[config.mk]
export PLATFORM = sky130hd
export DESIGN_NAME = transport_sequencer
export DESIGN_NICKNAME = d
export VERILOG_FILES = /design/src/rtl/transport_sequencer.sv
export SDC_FILE = /design/constraint.sdc
export NUM_CORES = 1
export LEC_CHECK = 0
export ABC_AREA = 0
export ABC_CLOCK_PERIOD_IN_PS = 5850
export CORE_MARGIN = 2
export CORE_UTILIZATION = 58
export CTS_CLUSTER_SIZE = 30
export DETAILED_ROUTE_END_ITERATION = 10
export HOLD_SLACK_MARGIN = 0.08
export PLACE_DENSITY = 0.89
export SYNTH_ARGS = -nofsm -noshare
export SYNTH_HDL_FRONTEND = slang
export SYNTH_SLANG_ARGS = --single-unit
[constraint.sdc]
create_clock -name clk -period 5.85 [get_ports clk]
set_clock_uncertainty 0.1 [all_clocks]
set_input_delay 1.17 -clock clk [delete_from_list [all_inputs] [get_ports clk]]
set_output_delay 1.17 -clock clk [all_outputs]
set_load 0.05 [all_outputs]
[src/rtl/transport_sequencer.sv]
// transport_sequencer: record/overdub/playback address sequencer for a loop RAM.
// Tracks the transport state and drives the sequence RAM address and write enable.
// Ports:
//   clk        system clock, all state changes on the rising edge
//   reset      asynchronous active-low reset
//   rec        record button level, already synchronized to clk
//   play_en    replay enable level
//   step_tick  one-cycle step strobe
//   clear      one-cycle pulse that erases the loop
//   addr       sequence RAM address
//   wr_en      sequence RAM write enable, high exactly while in RECORD
//   loop_end   highest recorded address
//   state      EMPTY=0, IDLE=1, RECORD=2, PLAY=3
//   loop_wrap  one-cycle pulse when playback returns to address 0
//   rec_done   one-cycle pulse on leaving RECORD
//   full       a recording reached MAX_ADDR; sticky until clear or reset
module transport_sequencer #(
   parameter int unsigned ADDR_W   = 11,
   parameter int unsigned MAX_ADDR = 2**ADDR_W - 1
) (
   input  logic              clk,
   input  logic              reset,
   input  logic              rec,
   input  logic              play_en,
   input  logic              step_tick,
   input  logic              clear,
   output logic [ADDR_W-1:0] addr,
   output logic              wr_en,
   output logic [ADDR_W-1:0] loop_end,
   output logic [1:0]        state,
   output logic              loop_wrap,
   output logic              rec_done,
   output logic              full
);

   typedef enum logic [1:0] {
      ST_EMPTY  = 2'd0,
      ST_IDLE   = 2'd1,
      ST_RECORD = 2'd2,
      ST_PLAY   = 2'd3
   } state_t;

   localparam logic [ADDR_W-1:0] MAX_A = ADDR_W'(MAX_ADDR);

   state_t            state_q, state_d;
   logic [ADDR_W-1:0] addr_q, addr_d;
   logic [ADDR_W-1:0] loop_end_q, loop_end_d;
   logic              full_q, full_d;
   logic              loop_wrap_q, loop_wrap_d;
   logic              rec_done_q, rec_done_d;
   logic              wr_en_q;
   logic              rec_q;
   logic              armed_q;
   logic              rec_rise;
   logic [ADDR_W-1:0] addr_inc;

   // armed_q masks the first cycle after reset so a rec already held high is not an edge
   assign rec_rise = rec & ~rec_q & armed_q;
   assign addr_inc = addr_q + ADDR_W'(1);

   // Next-state and next-output logic; clear outranks everything, a state change never steps addr
   always_comb begin
      state_d     = state_q;
      addr_d      = addr_q;
      loop_end_d  = loop_end_q;
      full_d      = full_q;
      loop_wrap_d = 1'b0;
      rec_done_d  = 1'b0;

      if (clear) begin
         state_d    = ST_EMPTY;
         addr_d     = '0;
         loop_end_d = '0;
         full_d     = 1'b0;
         rec_done_d = (state_q == ST_RECORD);
      end else begin
         case (state_q)
            ST_EMPTY: begin
               if (rec_rise) begin
                  state_d    = ST_RECORD;
                  addr_d     = '0;
                  loop_end_d = '0;
               end
            end

            ST_RECORD: begin
               if (!rec) begin
                  rec_done_d = 1'b1;
                  addr_d     = '0;
                  state_d    = play_en ? ST_PLAY : ST_IDLE;
               end else if (step_tick) begin
                  if (addr_q < MAX_A) begin
                     addr_d = addr_inc;
                     // overdub beyond the old end extends the loop; it never shrinks
                     if (addr_inc > loop_end_q) begin
                        loop_end_d = addr_inc;
                     end
                  end else begin
                     full_d = 1'b1;
                  end
               end
            end

            ST_IDLE: begin
               if (rec_rise) begin
                  state_d = ST_RECORD;
               end else if (play_en) begin
                  state_d = ST_PLAY;
               end
            end

            ST_PLAY: begin
               if (rec_rise) begin
                  state_d = ST_RECORD;
               end else if (!play_en) begin
                  state_d = ST_IDLE;
               end else if (step_tick) begin
                  // >= keeps addr inside the loop even if it were ever past loop_end
                  if (addr_q >= loop_end_q) begin
                     addr_d      = '0;
                     loop_wrap_d = 1'b1;
                  end else begin
                     addr_d = addr_inc;
                  end
               end
            end

            default: begin
               state_d = ST_EMPTY;
            end
         endcase
      end
   end

   // State and output registers
   always_ff @(posedge clk or negedge reset) begin
      if (!reset) begin
         state_q     <= ST_EMPTY;
         addr_q      <= '0;
         loop_end_q  <= '0;
         full_q      <= 1'b0;
         loop_wrap_q <= 1'b0;
         rec_done_q  <= 1'b0;
         wr_en_q     <= 1'b0;
         rec_q       <= 1'b0;
         armed_q     <= 1'b0;
      end else begin
         state_q     <= state_d;
         addr_q      <= addr_d;
         loop_end_q  <= loop_end_d;
         full_q      <= full_d;
         loop_wrap_q <= loop_wrap_d;
         rec_done_q  <= rec_done_d;
         wr_en_q     <= (state_d == ST_RECORD);
         rec_q       <= rec;
         armed_q     <= 1'b1;
      end
   end

   assign addr      = addr_q;
   assign wr_en     = wr_en_q;
   assign loop_end  = loop_end_q;
   assign state     = 2'(state_q);
   assign loop_wrap = loop_wrap_q;
   assign rec_done  = rec_done_q;
   assign full      = full_q;

endmodule

==> results.md <==
- Outcome: completed
- Peak VDD IR: 126 uV
- CP max FO: 11
- Switch share: 28.5%
- Synth cell types: 54
- Critical R2R Launch: addr[0]
- Clock latency on the worst-skew pair: 280 ps
- Cell taking the most area after synthesis: dfrtp_1
- Final period util: 60.5%
- Share of cells above drive strength 1: 5.75%
- Tot Pwr: 468 uW
- Critical path endpoint category: register
- Worst path arrival time: 3650 ps
- Setup violators final: 0
- I/O pin count: 34
- Fin. Hold Viols: 0
- Initial Utilization: 60.4%
- EDFF count, synth: 0
- Start point of the critical path: addr[0]
- R2R Setup Slk: 2310 ps
- Die width: 65.8 um
- Worst-path clk slew: 60 ps
- Vias in the first global route: 1824
- Async SR Flop Fraction: 100%
- Setup TNS: 0 ps
- DIE AREA: 4320 um2
- Post-synth top flop: dfrtp_1
- P_int: 335 uW
- Detailed router's first-iteration violation count: 175
- Post-CTS Resized: 0
- Post-CTS setup repair buffer count: 0
- Mapped Cells: 232
- WP buf/inv: 0
- Initial antenna violation count: 0
- Antenna Nets Post-Route: 0
- Critical path destination: loop_end[10]
- Clock sinks: 30
- Drt pass-1 iters: 5
- WP depth: 10
- Fmax: 283 MHz
- Core area: 3660 um2
- Total gr overflow: 0
- CP Cell Sequence: ha_1, and4_2, nand4_1, xnor2_1, ha_1, nand4_1, a211oi_1, a2111oi_4, nor2_2, a32o_1
- Most instantiated library cell after synthesis: dfrtp_1
- Gpl congestion: 0.875
- YS warnings: 0
- CP top delay family: simple AND/OR/NAND/NOR gates
- N_diodes: 0
- WL final: 5240 um
- Synthesized cell area: 2210 um2
- Leakage Power: 0.00120 uW
- First-pass GRT wire length: 8770 um
- Hold Buf Count CTS: 0
- DR vias/cell: 6.31
- TritonCTS clock tree: yes
- Die height: 65.8 um
- GRT Overall Usage: 26.7%
- Max_cap viols: 0
- Post-synthesis sequential area ratio: 33.9%
- Most frequent cells after synthesis: dfrtp_1 (30), ha_1 (27), inv_1 (21)
- H-tree levels: 2
- Synth area leaders: dfrtp_1 (34%), ha_1 (15%), a32o_1 (5.0%)
- Rows: 22
- # fillers: 278
- Slowest stage delay, CP: 540 ps
- Syn_nets: 265
- WS Path Type: register to register
- Total CTS buffers: 5
- CP max stage cell: dfrtp_1
- Avg Cell Area, Syn: 9.54 um2
- Final net count: 295
- Final Max Slew Viols: 0
- Critical Path Source Type: register
- Seq pwr share: 46.8%
- Vias: 1951
- Clock share of power: 34.7%
- Drt wl/cell: 16.9 um
- CTS Root Buffer Type: clkbuf_8
- Crit path required time: 5960 ps
- PwrDens: 179 nW/um2
- Worst min path class: register to register
- RSZ-0062 raised after global routing: false
- Layout area overhead: 18.2%
- Share of the synthesized area in the top cell type: 33.9%
- Slew headroom: 40.0%
- Min Tclk post-route: 3540 ps
- Cells on worst reg2reg path: 10
- Combinational Power Share: 18.5%
- Largest net degree at the start of global routing: 31
- CTS max path bufs: 2
- Yosys reg bits: 30
- Remaining DRCs: 0
- Hpwl dp: 3900 um
- Worst r2r dst: loop_end[10]
- Worst Tran Pin Value: 896 ps
- NetSw: 133 uW
- IO buf count: 33
-- layer usage --
layer  track usage, %  part of all wire [%]  vias up
met3             3.60                   7.0        9
met1             37.1                    44      930
met4             7.81                   1.3        0
met2             43.3                    48       84
met5                0                     0        -
li1                 -                     -      928
-- sequential cells by signal (all words and copies together), names as in the netlist --
signal and flops:
addr 11, armed_q 1, full 1, loop_end 11
loop_wrap 1, rec_done 1, rec_q 1, state 2
wr_en 1
-- cell usage in the layout, fill, tap and decap left out, drive strengths merged, types with 3 or more instances in the layout --
cell type,count
and4,5
a32o,11
nand3,10
clkdlybuf4s50,33
nor2,11
nand2,15
nand4,7
a21oi,14
xor2,3
a21o,4
o21ai,9
and3,6
a221o,4
clkbuf,6
nor3,3
dfrtp,30
xnor2,6
inv,21
ha,27
-- kinds of logic after synthesis --
| logic type | count (synthesis) | synth area share (%) |
|---|---|---|
| buffers and inverters | 32 | 7.13 |
| DFF | 30 | 33.9 |
| AOI/OAI and AO/OA | 62 | 21.8 |
| xor gates and xnor gates | 9 | 3.56 |
| other | 1 | 0.170 |
| and+or+nand+nor | 69 | 17.2 |
| muxes | 2 | 0.905 |
| adders and majority gates | 27 | 15.3 |
-- power groups by stage --
stage | registers [uW] | clock network, uW | logic [uW]
finish | 219 | 162 | 86.6
global route | 220 | 173 | 94.0
global placement | 223 | 0 | 83.9
floorplan | 233 | 0 | 49.1
detailed placement | 223 | 0 | 85.8
CTS | 219 | 164 | 86.8
-- worst reg2reg max path, delay by kind of cell (launching register included) --
kind                       cells  cell delay, ps
AOI/OAI and AO/OA              3             860
and+or+nand+nor                4            1020
adders and majority gates      2             560
DFF                            1             540
xor gates and xnor gates       1             390
-- layout make-up --
cell class | instances | area, um2 | share of cell area (%)
timing repair buffer | 34 | 338 | 12.9
clock buffer | 6 | 82.6 | 3.16
sequential | 30 | 751 | 28.7
multi-input combinational | 170 | 1300 | 49.9
tap | 48 | 60.1 | 2.30
inverter | 21 | 78.8 | 3.02
-- worst min-delay path by stage --
stage | start | depth (start not counted) | to
after floorplan | armed_q | 3 | loop_wrap
after global placement | full | 2 | full
after detailed placement | full | 2 | full
after CTS | full | 2 | full
after global routing | loop_end[8] | 1 | loop_end[8]
final | full | 2 | full
-- metrics by stage --
step	cell area (um2)	std cells	worst slack, ps	util, %	hold WS [ps]
after floorplan	2210	232	2610	-	554
after global placement	2530	303	2290	69.1	378
after detailed placement	2530	303	2160	69.1	392
after CTS	2610	309	2300	71.4	406
after global routing	2610	309	2050	71.4	438
final	2610	309	2310	71.4	399
Power figures use the tool's default switching activity.
